File: config.mk
export PLATFORM = sky130hd
export DESIGN_NAME = led_scan_sequencer_flat
export DESIGN_NICKNAME = d
export VERILOG_FILES = /design/src/rtl/led_scan_sequencer_if.sv /design/src/rtl/led_scan_sequencer.sv /design/src/flat_wrapper.sv
export SDC_FILE = /design/constraint.sdc
export NUM_CORES = 1
export LEC_CHECK = 0
export ABC_AREA = 1
export CAP_MARGIN = 20
export CORE_MARGIN = 8
export CORE_UTILIZATION = 25
export DETAILED_ROUTE_END_ITERATION = 6
export PLACE_DENSITY = 0.42
export RECOVER_POWER = 25
export SETUP_SLACK_MARGIN = 0.2
export SLEW_MARGIN = 20
export SYNTH_ARGS = -nofsm -noshare
export SYNTH_HDL_FRONTEND = slang
export SYNTH_SLANG_ARGS = --single-unit
File: constraint.sdc
create_clock -name in_clk -period 4.71 [get_ports in_clk]
set_clock_uncertainty 0.1 [all_clocks]
set_input_delay 0.7065 -clock in_clk [delete_from_list [all_inputs] [get_ports in_clk]]
set_output_delay 0.7065 -clock in_clk [all_outputs]
set_load 0.02 [all_outputs]
File: src/rtl/led_scan_sequencer_if.sv
// Bundle of host-control and panel/FIFO-side signals of the LED scan sequencer.
// The master modport is the sequencer itself; the slave modport is the view
// seen by the host and the panel/FIFO/receiver logic around it.
interface led_scan_sequencer_if #(
    parameter int ROW_BITS = 4
);
    logic                enable;
    logic                start;
    logic                rrst_n;
    logic                re_n;
    logic                rx_nrst;
    logic [7:0]          pwm_value;
    logic [ROW_BITS-1:0] row_addr;
    logic                lat;
    logic                oe_n;
    logic                busy;
    logic                frame_done;

    modport master (
        input  enable, start,
        output rrst_n, re_n, rx_nrst, pwm_value, row_addr, lat, oe_n, busy, frame_done
    );

    modport slave (
        output enable, start,
        input  rrst_n, re_n, rx_nrst, pwm_value, row_addr, lat, oe_n, busy, frame_done
    );
endinterface

File: src/rtl/led_scan_sequencer.sv
// Scan scheduler for a HUB-style LED panel: re-reads the AL422 frame once per
// PWM pass, shifting every row, latching it and blanking between lines.
//
// state   | meaning
// --------+-------------------------------------------------------------
// S_IDLE  | waiting for start & enable, panel dark
// S_RRST  | 2 cycles of AL422 read-pointer reset at the top of a pass
// S_SHIFT | COLS*2 byte reads from the AL422 into the pixel receiver
// S_FLUSH | 1 cycle letting the receiver complete the final byte pair
// S_BLANK | BLANK_CYCLES dark cycles; latch on the first, advance on the last
module led_scan_sequencer #(
    parameter int COLS         = 64,
    parameter int ROWS         = 16,
    parameter int ROW_BITS     = 4,
    parameter int PWM_BITS     = 5,
    parameter int BLANK_CYCLES = 4
) (
    input logic                  in_clk,
    input logic                  in_nrst,
    led_scan_sequencer_if.master bus
);
    localparam int BYTES  = COLS * 2;
    localparam int BYTE_W = $clog2(BYTES);
    localparam int TMR_W  = $clog2(BLANK_CYCLES);

    localparam logic [BYTE_W-1:0]   BYTE_LAST = BYTE_W'(BYTES - 1);
    localparam logic [ROW_BITS-1:0] ROW_LAST  = ROW_BITS'(ROWS - 1);
    localparam logic [PWM_BITS-1:0] PWM_LAST  = '1;
    localparam logic [TMR_W-1:0]    RRST_LOAD  = TMR_W'(1);
    localparam logic [TMR_W-1:0]    BLANK_LOAD = TMR_W'(BLANK_CYCLES - 1);

    typedef enum logic [2:0] {
        S_IDLE,
        S_RRST,
        S_SHIFT,
        S_FLUSH,
        S_BLANK
    } state_t;

    state_t              state_q, state_d;
    logic [BYTE_W-1:0]   byte_cnt_q, byte_cnt_d;
    logic [TMR_W-1:0]    tmr_q, tmr_d;
    logic [ROW_BITS-1:0] row_cnt_q, row_cnt_d;
    logic [PWM_BITS-1:0] pwm_cnt_q, pwm_cnt_d;

    logic                rrst_n_q, rrst_n_d;
    logic                re_n_q, re_n_d;
    logic                rx_nrst_q, rx_nrst_d;
    logic [7:0]          pwm_value_q, pwm_value_d;
    logic [ROW_BITS-1:0] row_addr_q, row_addr_d;
    logic                lat_q, lat_d;
    logic                oe_n_q, oe_n_d;
    logic                busy_q, busy_d;
    logic                frame_done_q, frame_done_d;

    // Next state and counters; outputs are derived from the next state so the
    // registered values line up with the cycle the FSM is in.
    always_comb begin
        state_d      = state_q;
        byte_cnt_d   = byte_cnt_q;
        tmr_d        = tmr_q;
        row_cnt_d    = row_cnt_q;
        pwm_cnt_d    = pwm_cnt_q;
        frame_done_d = 1'b0;

        case (state_q)
            S_IDLE: begin
                if (bus.start && bus.enable) begin
                    state_d   = S_RRST;
                    tmr_d     = RRST_LOAD;
                    row_cnt_d = '0;
                    pwm_cnt_d = '0;
                end
            end
            S_RRST: begin
                if (tmr_q == '0) begin
                    state_d    = S_SHIFT;
                    byte_cnt_d = '0;
                end else begin
                    tmr_d = tmr_q - 1'b1;
                end
            end
            S_SHIFT: begin
                if (byte_cnt_q == BYTE_LAST) begin
                    state_d = S_FLUSH;
                end else begin
                    byte_cnt_d = byte_cnt_q + 1'b1;
                end
            end
            S_FLUSH: begin
                state_d = S_BLANK;
                tmr_d   = BLANK_LOAD;
            end
            S_BLANK: begin
                if (tmr_q != '0) begin
                    tmr_d = tmr_q - 1'b1;
                end else if (row_cnt_q != ROW_LAST) begin
                    row_cnt_d  = row_cnt_q + 1'b1;
                    byte_cnt_d = '0;
                    state_d    = S_SHIFT;
                end else begin
                    row_cnt_d = '0;
                    tmr_d     = RRST_LOAD;
                    if (pwm_cnt_q != PWM_LAST) begin
                        pwm_cnt_d = pwm_cnt_q + 1'b1;
                        state_d   = S_RRST;
                    end else begin
                        // enable is only looked at here, so frames are never torn
                        pwm_cnt_d    = '0;
                        frame_done_d = 1'b1;
                        state_d      = bus.enable ? S_RRST : S_IDLE;
                    end
                end
            end
            default: state_d = S_IDLE;
        endcase

        busy_d    = (state_d != S_IDLE);
        rrst_n_d  = (state_d != S_RRST);
        re_n_d    = (state_d != S_SHIFT);
        // AL422 data trails re_n by one cycle, so the receiver wakes on byte 1
        rx_nrst_d = ((state_d == S_SHIFT) && (byte_cnt_d != '0)) || (state_d == S_FLUSH);
        lat_d     = (state_d == S_BLANK) && (state_q == S_FLUSH);
        row_addr_d = lat_d ? row_cnt_q : row_addr_q;
        // First line of every pass stays dark: the panel latch does not yet hold
        // a row of this pass.
        oe_n_d    = !(((state_d == S_SHIFT) || (state_d == S_FLUSH)) && (row_cnt_d != '0));
        pwm_value_d = ((state_d == S_RRST) && (state_q != S_RRST)) ? 8'(pwm_cnt_d) : pwm_value_q;
    end

    // State, counters and registered outputs with synchronous active-low reset.
    always_ff @(posedge in_clk) begin
        if (!in_nrst) begin
            state_q      <= S_IDLE;
            byte_cnt_q   <= '0;
            tmr_q        <= '0;
            row_cnt_q    <= '0;
            pwm_cnt_q    <= '0;
            rrst_n_q     <= 1'b1;
            re_n_q       <= 1'b1;
            rx_nrst_q    <= 1'b0;
            pwm_value_q  <= '0;
            row_addr_q   <= '0;
            lat_q        <= 1'b0;
            oe_n_q       <= 1'b1;
            busy_q       <= 1'b0;
            frame_done_q <= 1'b0;
        end else begin
            state_q      <= state_d;
            byte_cnt_q   <= byte_cnt_d;
            tmr_q        <= tmr_d;
            row_cnt_q    <= row_cnt_d;
            pwm_cnt_q    <= pwm_cnt_d;
            rrst_n_q     <= rrst_n_d;
            re_n_q       <= re_n_d;
            rx_nrst_q    <= rx_nrst_d;
            pwm_value_q  <= pwm_value_d;
            row_addr_q   <= row_addr_d;
            lat_q        <= lat_d;
            oe_n_q       <= oe_n_d;
            busy_q       <= busy_d;
            frame_done_q <= frame_done_d;
        end
    end

    assign bus.rrst_n     = rrst_n_q;
    assign bus.re_n       = re_n_q;
    assign bus.rx_nrst    = rx_nrst_q;
    assign bus.pwm_value  = pwm_value_q;
    assign bus.row_addr   = row_addr_q;
    assign bus.lat        = lat_q;
    assign bus.oe_n       = oe_n_q;
    assign bus.busy       = busy_q;
    assign bus.frame_done = frame_done_q;
endmodule

File: src/flat_wrapper.sv
// flat-port wrapper written by rule: the top's interface ports become plain ports
module led_scan_sequencer_flat 
#(
    parameter int COLS         = 64,
    parameter int ROWS         = 16,
    parameter int ROW_BITS     = 4,
    parameter int PWM_BITS     = 5,
    parameter int BLANK_CYCLES = 4
)
  (in_clk, in_nrst, bus_enable, bus_start, bus_rrst_n, bus_re_n, bus_rx_nrst, bus_pwm_value, bus_row_addr, bus_lat, bus_oe_n, bus_busy, bus_frame_done);
  led_scan_sequencer_if #(.ROW_BITS(ROW_BITS)) bus_i ();
  input logic in_clk;
  input logic in_nrst;
  input wire logic [$bits(bus_i.enable)-1:0] bus_enable;
  input wire logic [$bits(bus_i.start)-1:0] bus_start;
  output wire logic [$bits(bus_i.rrst_n)-1:0] bus_rrst_n;
  output wire logic [$bits(bus_i.re_n)-1:0] bus_re_n;
  output wire logic [$bits(bus_i.rx_nrst)-1:0] bus_rx_nrst;
  output wire logic [$bits(bus_i.pwm_value)-1:0] bus_pwm_value;
  output wire logic [$bits(bus_i.row_addr)-1:0] bus_row_addr;
  output wire logic [$bits(bus_i.lat)-1:0] bus_lat;
  output wire logic [$bits(bus_i.oe_n)-1:0] bus_oe_n;
  output wire logic [$bits(bus_i.busy)-1:0] bus_busy;
  output wire logic [$bits(bus_i.frame_done)-1:0] bus_frame_done;
  assign bus_i.enable = bus_enable;
  assign bus_i.start = bus_start;
  assign bus_rrst_n = bus_i.rrst_n;
  assign bus_re_n = bus_i.re_n;
  assign bus_rx_nrst = bus_i.rx_nrst;
  assign bus_pwm_value = bus_i.pwm_value;
  assign bus_row_addr = bus_i.row_addr;
  assign bus_lat = bus_i.lat;
  assign bus_oe_n = bus_i.oe_n;
  assign bus_busy = bus_i.busy;
  assign bus_frame_done = bus_i.frame_done;
  led_scan_sequencer #(.COLS(COLS), .ROWS(ROWS), .ROW_BITS(ROW_BITS), .PWM_BITS(PWM_BITS), .BLANK_CYCLES(BLANK_CYCLES)) u_core (.in_clk(in_clk), .in_nrst(in_nrst), .bus(bus_i));
endmodule
==> out/metrics.cfg <==
[run_status]
status = finished clean

[logic_synthesis]
synthDistinctLibCells = 37
synth-async-reset-ratio = 0
synth.most_common_cell = nand2_1
synth_area_leaders = dfxtp_1, nand2_1, inv_1
ys_seq_area_frac = 0.358
synthTopCellsByCount = nand2_1, inv_1, nor2_1
synth.top_cell.area_share = 0.358
synth_edf_count = 0
ys_warn_count = 0
syn_avg_cell_area_um2 = 7.03
synthCells = 294
synth_seq_cells = 37
yosys_most_used_dff = dfxtp_1
yosysTopAreaCell = dfxtp_1
syn-cell-area_mm2 = 0.00207

[clock_tree]
tritoncts = built
path_clk_slew_ns = 0.07
clock_sinks = 37
clockBufferDepth = 2
root_buffer = clkbuf_8
post_cts_buffers = 0
cts-buffers-inserted = 5
clk-insertion-delay-late_ns = 0.28
htreeDepth = 2
cts_resized = 0
cts_hold_buf = 0

[die]
die_area_mm2 = 0.0114
die_h_um = 107
core_mm2 = 0.00813
start_util = 0.254
io_pins = 23
die_width_um = 107
num_rows = 33

[timing]
min_period_over_period = 0.579
finalHoldViolations = 0
worst_pin_slew_ns = 0.605
drv_slew = 0
rsz0062_at_grt = false
slew_headroom = 0.594
setup_viol = 0
postLayoutSetupSlackWorst_ns = 1.98
hold_ws_ns = 0.364
tns_ns = 0
timing.final.crit_period_ns = 2.73
fmax_mhz = 367

[placed_design]
dp.final_hpwl_um = 3800
gp_congestion = 0.760
post_dp_cell_area_mm2 = 0.00236
place_worst_setup_slack_ns = 1.66
portBuffers = 19

[grt]
grt_pass1_vias = 1781
grt_max_degree = 20
grt_pass1_wl_um = 8450
grt-ovfl-total = 0
grt_antenna_before_repair = 0
track_usage = 0.0905

[critical_path]
endpoint = u_core.bus.oe_n
rrSetupSlack_ns = 2.33
worst_setup_path_start_kind = primary input
required_ns = 4.78
criticalPathCategory = primary input to flop
ff2ff_path_depth = 11
r2r_end = u_core.bus.pwm_value[0]
crit_arrival_ns = 2.80
cp_slowest_stage_delay_ns = 0.91
crit_slowest_cell = dlygate4sd3_1
crit_chain = dlygate4sd3_1 -> clkinv_1 -> nor2_1 -> nand2_1
worstSetupEndpointType = flop
crit_path_max_fanout = 19
rr_startpoint = u_core.tmr_q[0]
startpoint = in_nrst

[routing]
drt_first_iter_violations = 74
drtAntennaViolNets = 0
vias_per_cell = 4.26
drt-pass1-iter-count = 4
wl_per_cell_um = 11.6
route.detailed.drc = 0
dr_total_vias = 1792
wirelength_um = 4890

[power_and_ir_drop]
power.leakage_nw = 1.08
p_sw_w = 0.000189
clkPwrFrac = 0.336
total_power_w = 0.000664
pwr_density_cell_mw_per_mm2 = 274
switching_share = 0.284
p_comb_frac = 0.165
power_frac_seq = 0.500
p_int_w = 0.000476
irDropWorstVdd_mv = 0.164

[min_path]
hp-start = u_core.bus.pwm_value[1]
min_path_type = flop to flop

[job]
drv_cap = 0

[finish]
nets = 326
diodes = 0
fin_area_mm2 = 0.00242
area_growth_syn_to_layout_pct = 17.3
drive_gt1_frac = 0.114

cells by family after synthesis:
family / synth area share
xor gates and xnor gates: 0.0127
adders and majority gates: 0.0363
other: 0.00181
DFF: 0.358
and+or+nand+nor: 0.340
AOI/OAI and AO/OA: 0.136
buffers and inverters: 0.110
muxes: 0.00484
how the worst min path moves through the flow:
| stage | to | cells after the start |
|---|---|---|
| 2_1_floorplan | u_core.tmr_q[1] | 2 |
| 3_3_place_gp | u_core.bus.pwm_value[1] | 2 |
| 5_1_grt | u_core.bus.pwm_value[1] | 2 |
| 6_report | u_core.bus.pwm_value[1] | 2 |
| 3_5_place_dp | u_core.bus.pwm_value[1] | 2 |
| 4_1_cts | u_core.bus.pwm_value[1] | 2 |
layer usage:
layer,share of wire,vias to the layer above,track usage
met1,0.49,791,0.109
met4,0.011,0,0.0271
li1,-,974,-
met2,0.46,21,0.159
met5,0,-,0
met3,0.029,6,0.0180
placed cells by master, fill, tap and decap left out, types with 3 or more instances in the layout:
master	instances
a21oi_1	19
clkbuf_8	6
clkdlybuf4s50_1	15
conb_1	3
dfxtp_1	37
dlygate4sd3_1	4
ha_1	6
inv_1	40
inv_2	6
nand2_1	60
nand2_2	5
nand3_1	16
nand3_2	4
nand4_1	6
nor2_1	38
nor2_4	4
nor3_1	4
o21ai_0	14
o21ai_1	5
power by group through the flow:
stage,Sequential [W],Combinational (W),Clock (W)
global placement,0.000340,0.000116,0
finish,0.000332,0.000109,0.000223
detailed placement,0.000340,0.000115,0
CTS,0.000332,0.000116,0.000238
floorplan,0.000347,0.0000720,0
global route,0.000334,0.000122,0.000246
area by class of cell:
type | count | area, um^2
Timing Repair Buffer | 19 | 190
Sequential cell | 37 | 741
Inverter | 50 | 191
Tap cell | 105 | 131
Clock buffer | 7 | 86.3
Multi-Input combinational cell | 203 | 1080
Fill cell | 897 | 5710
critical path, delay by kind of cell:
family	cells	cell delay (ns)
AND/OR/NAND/NOR	2	0.49
buffers and inverters	2	1.59
sequential cells by signal, summed over array words and instances (netlist names), 2 cells and up:
register and cells:
u_core.tmr_q 2, u_core.byte_cnt_q 7, u_core.pwm_cnt_q 5, u_core.row_cnt_q 4
u_core.state_q 3, u_core.bus.row_addr 4, u_core.bus.pwm_value 5
through the flow:
step,instances,util
final,421,0.298
after global routing,421,0.298
after CTS,421,0.301
after detailed placement,414,0.290
after global placement,414,0.290
after floorplan,296,-
Note: power is estimated with default switching activity, not from simulation.
